### src/rtl/gshare_predictor_x_if.sv
// Fetch/execute-side bundle for gshare_predictor_x.
// Handshake: a request transfers on a clock edge where pred_valid && pred_ready;
// its response appears with resp_valid high for exactly one cycle on the next
// cycle and cannot be stalled. upd_valid is a one-cycle strobe with no ready:
// the predictor takes one resolved branch per cycle and ignores strobes while
// the table is being cleared. dbg_state mirrors the predictor's FSM
// (0 = clearing the table, 1 = running).
interface gshare_predictor_x_if #(
    parameter int INDEX_WIDTH = 10,
    parameter int HIST_LEN    = 10
);
    logic                   pred_valid;
    logic [31:0]            pred_pc;
    logic                   pred_ready;
    logic                   resp_valid;
    logic                   resp_taken;
    logic [INDEX_WIDTH-1:0] resp_index;
    logic [HIST_LEN-1:0]    resp_ghr;
    logic                   upd_valid;
    logic [INDEX_WIDTH-1:0] upd_index;
    logic                   upd_taken;
    logic                   upd_mispredict;
    logic [HIST_LEN-1:0]    upd_ghr;
    logic                   dbg_state;

    // Fetch/execute side.
    modport master (
        output pred_valid, pred_pc,
        input  pred_ready,
        input  resp_valid, resp_taken, resp_index, resp_ghr,
        output upd_valid, upd_index, upd_taken, upd_mispredict, upd_ghr,
        input  dbg_state
    );

    // Predictor side.
    modport slave (
        input  pred_valid, pred_pc,
        output pred_ready,
        output resp_valid, resp_taken, resp_index, resp_ghr,
        input  upd_valid, upd_index, upd_taken, upd_mispredict, upd_ghr,
        output dbg_state
    );
endinterface

### src/rtl/gshare_predictor_x.sv
// gshare_predictor_x: parametrised bimodal/gshare direction predictor.
// - PHT of 2^INDEX_WIDTH saturating counters, cleared to weak-not-taken by a
//   power-up FSM (one entry per cycle) before requests are accepted.
// - Predict port: synchronous read, response one cycle after acceptance.
// - Update port: two-stage read-modify-write, one update per cycle, with
//   forwarding of the previous write when the same entry is hit back to back.
// - Speculative global history with restore from the checkpoint on mispredict.
// Optional build macro PRED_STATS_EN adds stat_updates / stat_mispredicts.
module gshare_predictor_x #(
    parameter int INDEX_WIDTH = 10,
    parameter int HIST_LEN    = 10,
    parameter int CTR_WIDTH   = 2,
    parameter int MODE        = 1
) (
    input  logic                 clk,
    input  logic                 rstn,
    gshare_predictor_x_if.slave  bp
`ifdef PRED_STATS_EN
    ,
    output logic [31:0]          stat_updates,
    output logic [31:0]          stat_mispredicts
`endif
);

    localparam int DEPTH = 1 << INDEX_WIDTH;
    localparam logic [CTR_WIDTH-1:0] CTR_MAX     = '1;
    localparam logic [CTR_WIDTH-1:0] CTR_WEAK_NT = CTR_WIDTH'((1 << (CTR_WIDTH - 1)) - 1);

    typedef enum logic {
        ST_INIT = 1'b0,
        ST_RUN  = 1'b1
    } state_t;

    // Shift one outcome into the young end of a history vector.
    function automatic logic [HIST_LEN-1:0] hist_shift(input logic [HIST_LEN-1:0] h,
                                                       input logic b);
        logic [HIST_LEN-1:0] r;
        r    = '0;
        r[0] = b;
        for (int i = 1; i < HIST_LEN; i++) begin
            r[i] = h[i-1];
        end
        return r;
    endfunction

    // Saturating increment/decrement of one counter.
    function automatic logic [CTR_WIDTH-1:0] sat_next(input logic [CTR_WIDTH-1:0] cur,
                                                      input logic up);
        logic [CTR_WIDTH-1:0] r;
        r = cur;
        if (up) begin
            if (cur != CTR_MAX) r = cur + CTR_WIDTH'(1);
        end else begin
            if (cur != '0) r = cur - CTR_WIDTH'(1);
        end
        return r;
    endfunction

    // FSM
    state_t                 r_state;
    state_t                 w_state_next;
    logic [INDEX_WIDTH-1:0] r_clr_ptr;
    logic [INDEX_WIDTH-1:0] w_clr_ptr_next;
    logic                   w_in_init;
    logic                   w_in_run;

    // Pattern history table and its read registers
    logic [CTR_WIDTH-1:0]   r_pht [DEPTH];
    logic [CTR_WIDTH-1:0]   r_rd_a;
    logic [CTR_WIDTH-1:0]   r_rd_b;

    // Prediction path
    logic [HIST_LEN-1:0]    r_ghr;
    logic [HIST_LEN-1:0]    w_ghr_next;
    logic [HIST_LEN-1:0]    w_ghr_eff;
    logic [INDEX_WIDTH-1:0] w_pc_idx;
    logic [INDEX_WIDTH-1:0] w_hist_idx;
    logic [INDEX_WIDTH-1:0] w_pred_idx;
    logic                   w_pred_accept;
    logic                   r_resp_valid;
    logic [INDEX_WIDTH-1:0] r_resp_index;
    logic [HIST_LEN-1:0]    r_resp_ghr;
    logic                   w_resp_taken;

    // Update pipeline
    logic                   w_upd_accept;
    logic                   r_u1_valid;
    logic [INDEX_WIDTH-1:0] r_u1_index;
    logic                   r_u1_taken;
    logic                   r_u2_valid;
    logic [INDEX_WIDTH-1:0] r_u2_index;
    logic [CTR_WIDTH-1:0]   r_u2_data;
    logic [CTR_WIDTH-1:0]   w_u1_cur;
    logic [CTR_WIDTH-1:0]   w_u1_new;

    // Port B write mux (table clear or update write-back)
    logic                   w_b_we;
    logic [INDEX_WIDTH-1:0] w_b_waddr;
    logic [CTR_WIDTH-1:0]   w_b_wdata;

    logic                   w_unused_pc;

    // State register: reset always restarts the table clear from entry 0.
    always_ff @(posedge clk) begin
        if (!rstn) begin
            r_state   <= ST_INIT;
            r_clr_ptr <= '0;
        end else begin
            r_state   <= w_state_next;
            r_clr_ptr <= w_clr_ptr_next;
        end
    end

    // Next state: sweep every entry once in INIT, then stay in RUN.
    always_comb begin
        w_state_next   = r_state;
        w_clr_ptr_next = r_clr_ptr;
        w_in_init      = 1'b0;
        w_in_run       = 1'b0;
        case (r_state)
            ST_INIT: begin
                w_in_init      = 1'b1;
                w_clr_ptr_next = r_clr_ptr + INDEX_WIDTH'(1);
                if (r_clr_ptr == '1) begin
                    w_state_next = ST_RUN;
                end
            end
            ST_RUN: begin
                w_in_run = 1'b1;
            end
            default: begin
                w_state_next = ST_INIT;
            end
        endcase
    end

    assign w_pred_accept = bp.pred_valid & w_in_run;
    assign w_upd_accept  = bp.upd_valid & w_in_run;
    assign w_resp_taken  = r_rd_a[CTR_WIDTH-1];
    assign w_pc_idx      = bp.pred_pc[INDEX_WIDTH+1:2];
    assign w_unused_pc   = ^{bp.pred_pc[31:INDEX_WIDTH+2], bp.pred_pc[1:0]};

    // Effective history includes the prediction currently being delivered.
    always_comb begin
        w_ghr_eff = r_resp_valid ? hist_shift(r_ghr, w_resp_taken) : r_ghr;
    end

    // History is left-aligned in the index; low bits stay zero when shorter.
    always_comb begin
        w_hist_idx = '0;
        for (int i = 0; i < HIST_LEN; i++) begin
            w_hist_idx[INDEX_WIDTH-HIST_LEN+i] = w_ghr_eff[i];
        end
        w_pred_idx = (MODE != 0) ? (w_pc_idx ^ w_hist_idx) : w_pc_idx;
    end

    // Speculative shift each delivered prediction; a mispredict restore wins.
    always_comb begin
        w_ghr_next = r_ghr;
        if (w_upd_accept && bp.upd_mispredict) begin
            w_ghr_next = hist_shift(bp.upd_ghr, bp.upd_taken);
        end else if (r_resp_valid) begin
            w_ghr_next = hist_shift(r_ghr, w_resp_taken);
        end
    end

    // Global history register.
    always_ff @(posedge clk) begin
        if (!rstn) begin
            r_ghr <= '0;
        end else begin
            r_ghr <= w_ghr_next;
        end
    end

    // Port A: prediction read, read-first against a same-cycle port B write.
    always_ff @(posedge clk) begin
        if (!rstn) begin
            r_rd_a <= '0;
        end else if (w_pred_accept) begin
            r_rd_a <= r_pht[w_pred_idx];
        end
    end

    // Response registers carried down the pipe for the later update.
    always_ff @(posedge clk) begin
        if (!rstn) begin
            r_resp_valid <= 1'b0;
            r_resp_index <= '0;
            r_resp_ghr   <= '0;
        end else begin
            r_resp_valid <= w_pred_accept;
            if (w_pred_accept) begin
                r_resp_index <= w_pred_idx;
                r_resp_ghr   <= w_ghr_eff;
            end
        end
    end

    // Port B read: first stage of the update read-modify-write.
    always_ff @(posedge clk) begin
        if (w_upd_accept) begin
            r_rd_b <= r_pht[bp.upd_index];
        end
    end

    // U1 stage control; reset drops anything in flight.
    always_ff @(posedge clk) begin
        if (!rstn) begin
            r_u1_valid <= 1'b0;
            r_u1_index <= '0;
            r_u1_taken <= 1'b0;
        end else begin
            r_u1_valid <= w_upd_accept;
            if (w_upd_accept) begin
                r_u1_index <= bp.upd_index;
                r_u1_taken <= bp.upd_taken;
            end
        end
    end

    // The RAM read in U1 raced the previous write to the same entry, so take
    // the value just written instead.
    always_comb begin
        w_u1_cur = r_rd_b;
        if (r_u2_valid && (r_u2_index == r_u1_index)) begin
            w_u1_cur = r_u2_data;
        end
        w_u1_new = sat_next(w_u1_cur, r_u1_taken);
    end

    // U2 stage holds the entry written by the update leaving U1.
    always_ff @(posedge clk) begin
        if (!rstn) begin
            r_u2_valid <= 1'b0;
            r_u2_index <= '0;
            r_u2_data  <= '0;
        end else begin
            r_u2_valid <= r_u1_valid;
            if (r_u1_valid) begin
                r_u2_index <= r_u1_index;
                r_u2_data  <= w_u1_new;
            end
        end
    end

    // Port B write source: table clear owns the port during INIT.
    always_comb begin
        w_b_we    = 1'b0;
        w_b_waddr = r_u1_index;
        w_b_wdata = w_u1_new;
        if (w_in_init) begin
            w_b_we    = rstn;
            w_b_waddr = r_clr_ptr;
            w_b_wdata = CTR_WEAK_NT;
        end else if (r_u1_valid) begin
            w_b_we = rstn;
        end
    end

    // PHT write port.
    always_ff @(posedge clk) begin
        if (w_b_we) begin
            r_pht[w_b_waddr] <= w_b_wdata;
        end
    end

`ifdef PRED_STATS_EN
    logic [31:0] r_stat_updates;
    logic [31:0] r_stat_mispredicts;

    // Resolved-branch and mispredict counters, wrapping on overflow.
    always_ff @(posedge clk) begin
        if (!rstn) begin
            r_stat_updates     <= '0;
            r_stat_mispredicts <= '0;
        end else if (w_upd_accept) begin
            r_stat_updates <= r_stat_updates + 32'd1;
            if (bp.upd_mispredict) begin
                r_stat_mispredicts <= r_stat_mispredicts + 32'd1;
            end
        end
    end

    assign stat_updates     = r_stat_updates;
    assign stat_mispredicts = r_stat_mispredicts;
`endif

    assign bp.pred_ready = w_in_run;
    assign bp.resp_valid = r_resp_valid;
    assign bp.resp_taken = w_resp_taken;
    assign bp.resp_index = r_resp_index;
    assign bp.resp_ghr   = r_resp_ghr;
    assign bp.dbg_state  = r_state;

endmodule

### src/flat_wrapper.sv
// flat-port wrapper written by rule: the top's interface ports become plain ports
module gshare_predictor_x_flat 
#(
    parameter int INDEX_WIDTH = 10,
    parameter int HIST_LEN    = 10,
    parameter int CTR_WIDTH   = 2,
    parameter int MODE        = 1
)
  (clk, rstn, bp_pred_valid, bp_pred_pc, bp_pred_ready, bp_resp_valid, bp_resp_taken, bp_resp_index, bp_resp_ghr, bp_upd_valid, bp_upd_index, bp_upd_taken, bp_upd_mispredict, bp_upd_ghr, bp_dbg_state);
  gshare_predictor_x_if #(.INDEX_WIDTH(INDEX_WIDTH), .HIST_LEN(HIST_LEN)) bp_i ();
  input  logic clk;
  input  logic rstn;
  input wire logic [$bits(bp_i.pred_valid)-1:0] bp_pred_valid;
  input wire logic [$bits(bp_i.pred_pc)-1:0] bp_pred_pc;
  output wire logic [$bits(bp_i.pred_ready)-1:0] bp_pred_ready;
  output wire logic [$bits(bp_i.resp_valid)-1:0] bp_resp_valid;
  output wire logic [$bits(bp_i.resp_taken)-1:0] bp_resp_taken;
  output wire logic [$bits(bp_i.resp_index)-1:0] bp_resp_index;
  output wire logic [$bits(bp_i.resp_ghr)-1:0] bp_resp_ghr;
  input wire logic [$bits(bp_i.upd_valid)-1:0] bp_upd_valid;
  input wire logic [$bits(bp_i.upd_index)-1:0] bp_upd_index;
  input wire logic [$bits(bp_i.upd_taken)-1:0] bp_upd_taken;
  input wire logic [$bits(bp_i.upd_mispredict)-1:0] bp_upd_mispredict;
  input wire logic [$bits(bp_i.upd_ghr)-1:0] bp_upd_ghr;
  output wire logic [$bits(bp_i.dbg_state)-1:0] bp_dbg_state;
  assign bp_i.pred_valid = bp_pred_valid;
  assign bp_i.pred_pc = bp_pred_pc;
  assign bp_pred_ready = bp_i.pred_ready;
  assign bp_resp_valid = bp_i.resp_valid;
  assign bp_resp_taken = bp_i.resp_taken;
  assign bp_resp_index = bp_i.resp_index;
  assign bp_resp_ghr = bp_i.resp_ghr;
  assign bp_i.upd_valid = bp_upd_valid;
  assign bp_i.upd_index = bp_upd_index;
  assign bp_i.upd_taken = bp_upd_taken;
  assign bp_i.upd_mispredict = bp_upd_mispredict;
  assign bp_i.upd_ghr = bp_upd_ghr;
  assign bp_dbg_state = bp_i.dbg_state;
  gshare_predictor_x #(.INDEX_WIDTH(INDEX_WIDTH), .HIST_LEN(HIST_LEN), .CTR_WIDTH(CTR_WIDTH), .MODE(MODE)) u_core (.clk(clk), .rstn(rstn), .bp(bp_i));
endmodule
### config.mk
export PLATFORM = sky130hd
export DESIGN_NAME = gshare_predictor_x_flat
export DESIGN_NICKNAME = d
export VERILOG_FILES = /design/src/rtl/gshare_predictor_x_if.sv /design/src/rtl/gshare_predictor_x.sv /design/src/flat_wrapper.sv
export SDC_FILE = /design/constraint.sdc
export NUM_CORES = 2
export LEC_CHECK = 0
export ABC_AREA = 1
export ABC_CLOCK_PERIOD_IN_PS = 76500
export CAP_MARGIN = 20
export CORE_ASPECT_RATIO = 0.7
export CORE_MARGIN = 2
export CORE_UTILIZATION = 45
export CTS_CLUSTER_SIZE = 40
export DETAILED_ROUTE_END_ITERATION = 10
export PLACE_DENSITY = 0.65
export SYNTH_ARGS = -nofsm -noshare
export SYNTH_HDL_FRONTEND = slang
export SYNTH_SLANG_ARGS = --single-unit
### constraint.sdc
create_clock -name clk -period 76.5 [get_ports clk]
set_clock_uncertainty 0.2 [all_clocks]
set_input_delay 22.95 -clock clk [delete_from_list [all_inputs] [get_ports clk]]
set_output_delay 22.95 -clock clk [all_outputs]
set_load 0.03 [all_outputs]
==> results.txt <==
area of the multi-input gates - 31100 um2
top cell type's share of synthesized area - 61.0%
final worst slack - 47.76 ns
initial antenna violation count - 14
post-synthesis register bit count - 2118
CTS sink count - 2118
largest net degree at the start of global routing - 257
vias in the first global route - 76134
Syn Inst Count - 10554
Initial Util - 45.2%
P&R area growth vs syn - 8.30%
delay-heaviest family, CP - buffers and inverters
Post-Syn Nets - 10613
R2R cell count - 12
Via Count - 81958
Setup Fix Bufs, Post-CTS - 0
critical path depth - 15
setup repair after global routing missed its margin - no
Die H - 400 um
cell chain of the critical path - buf_8, inv_8, buf_4, buf_4, buf_4, nand2_1, o211ai_1, nand2_1, o221ai_1, nand3_1, nand3_1, nand3_1, nand3_1, nand3_1, a31oi_1
Pins Over Slew Limit - 0
Die ar. - 228000 um2
Fmax achieved - 34.8 MHz
first-pass GRT wire length - 500000 um
Top Ports - 82
WP buf/inv - 5
most frequent cells in the layout - 2050 x edfxtp_1, 1620 x nor2_1, 1532 x nand2_1
number of synthesized flops with an enable pin - 2050
First DRT Iteration DRCs - 13934
Syn Std Cell Area - 101000 um2
Die Width - 570 um
Worst-Skew Late Latency - 0.87 ns
Core Area - 223000 um2
GP Congestion - 0.897
final instance area - 109000 um2
total of max-cap violations - 0
CP Max Fanout - 154
# DRC - 0
Worst-Margin Slew - 1.29 ns
Synth area leader - edfxtp_1
CTS Hold Buffers Added - 0
clock slew at reported path FFs - 0.06 ns
Critical Path End Type - register
crit path to - u_core.r_rd_b[1]
register area share after synthesis - 62.4%
Post-DP Area - 103000 um2
R2R setup slack - 69.88 ns
CP max stage delay - 0.99 ns
status - finished clean
P_leak - 37.1 nW
Fillers - 20224
Cell Rows - 145
DR pass1 iterations - 8
worst reg2reg path endpoint - u_core.r_pht[67][1]
Post-CTS Resized - 0
Final Critical Period - 28.74 ns
CTS buffer count - 200
nets@finish - 10182
WL per Instance - 26.2 um
critical path startpoint category - input port
CP dominant cell by count - nand3_1
final WL - 347000 um
Avg Vias per Cell - 6.21
Reg area - 62900 um2
Setup crit start - bp_upd_index[0]
startpoint of the worst register-to-register path - u_core.r_u1_index[8]
Final Setup Violations - 0
number of distinct library cells after synthesis - 40
Crit path required time - 76.77 ns
I/O Buffers - 58
post-route ant nets - 0
Setup TNS Final - 0 ns
Final Cycle Share - 37.6%
Primary FF master, synth - edfxtp_1
Critical-path top delay cell - a31oi_1
final hold vios - 0
CTS tree - yes
CTS Buffer Depth - 4
Worst VDD drop - 0.0000194 V
Synth async-reset ratio - 0%
gr ovfl total - 0
crit path kind - in -> reg
pre-CTS setup slack - 47.40 ns
Power Density - 21.9 nW/um2
Core Util, Final - 49.0%
clock root cell - clkbuf_16
DP HPWL - 178000 um
Synth area leaders - edfxtp_1 61%, nand3_1 6.9%, nor2_1 6.0%
Arrival @ worst endpoint - 29.01 ns
relative slew slack - 14.3%
share of cells above drive strength 1 - 5.03%
Ys Warns - 0
synthesized area per cell - 9.56 um2
Hold WC Path Type - reg -> reg
GRT Total Usage - 29.6%
most common cell after layout, fill and taps aside - edfxtp_1
Max H-tree Level - 4
## synth_stat cells (all sizes together) (7+ instances only)
library cell,instances
nand3,1403
o211ai,196
mux2i,9
nand2,1557
o22ai,251
o311ai,22
nor3,22
xnor2,7
o221ai,22
inv,824
buf,408
dfxtp,68
nand4,7
a21oi,422
clkbuf,474
o21ai,1163
edfxtp,2050
nor2,1623
## worst min path at each step
stage          cells after the start                start                   to
6_report                           2  u_core.r_u2_data[1]  u_core.r_u2_data[1]
5_1_grt                            2  u_core.r_clr_ptr[7]  u_core.r_clr_ptr[7]
4_1_cts                            2  u_core.r_clr_ptr[7]  u_core.r_clr_ptr[7]
3_5_place_dp                       2  u_core.r_u2_data[1]  u_core.r_u2_data[1]
3_3_place_gp                       2  u_core.r_clr_ptr[7]  u_core.r_clr_ptr[7]
2_1_floorplan                      2    u_core.r_u1_valid    u_core.r_u2_valid
## cells by family after synthesis
kind of cell | count (synthesis) | synth area share [%]
flip-flops | 2118 | 62.4
AO/OA/AOI/OAI | 2087 | 11.3
AND/OR/NAND/NOR | 4616 | 19.0
XOR/XNOR | 13 | 0.120
adder cells (fa/ha/maj) | 1 | 0.0124
multiplexers | 9 | 0.0893
buffers and inverters | 1710 | 7.03
## worst register-to-register path: cells and delay by family, from the launching register on
family,cells,cell delay (ns)
xor gates and xnor gates,1,0.18
DFF,1,0.36
AOI/OAI and AO/OA,3,0.51
buffers and inverters,5,4.34
and+or+nand+nor,3,0.66
## stage by stage
step,hold slack (ns),std cells,power (mW)
finish,0.286,13207,2.39
global route,0.296,13204,2.45
CTS,0.283,13199,2.39
detailed placement,0.275,12857,1.45
global placement,0.263,12845,1.45
floorplan,0.223,10554,1.39
## where the power goes
part / switching, mW / internal (mW) / total (mW)
registers: 0.000139 / 1.25 / 1.25
logic: 0.136 / 0.0433 / 0.180
clock network: 0.439 / 0.522 / 0.961
total: 0.576 / 1.82 / 2.39
## layout make-up
type                    instances  area share [%]
flip-flops and latches       2118            57.6
multi-input cells            6726            28.5
clock buffers                 245            4.82
well taps                    2940            3.37
inverters                     828            2.89
repair buffers                249            2.17
clock inverters                97           0.662
diodes                          4         0.00916
## layer usage
layer	wire, um	global-route usage [%]	vias to the layer above
li1	-	-	35683
met1	133000	41.2	39143
met2	143000	43.2	6206
met3	55700	9.54	918
met4	14800	11.2	8
met5	52	0	-
## state kept, by name (all words and copies together) (netlist names)
signal and flops:
u_core.r_u2_index 10, u_core.r_rd_b 2, u_core.r_u1_valid 1, u_core.bp.resp_valid 1, u_core.r_u2_data 2, u_core.bp.dbg_state 1, u_core.r_rd_a 1, u_core.r_pht 2048
u_core.bp.resp_ghr 10, u_core.r_u1_taken 1, u_core.r_u1_index 10, u_core.r_ghr 10, u_core.r_clr_ptr 10, u_core.r_u2_valid 1, u_core.bp.resp_index 10
Note: power is estimated with default switching activity, not from simulation.
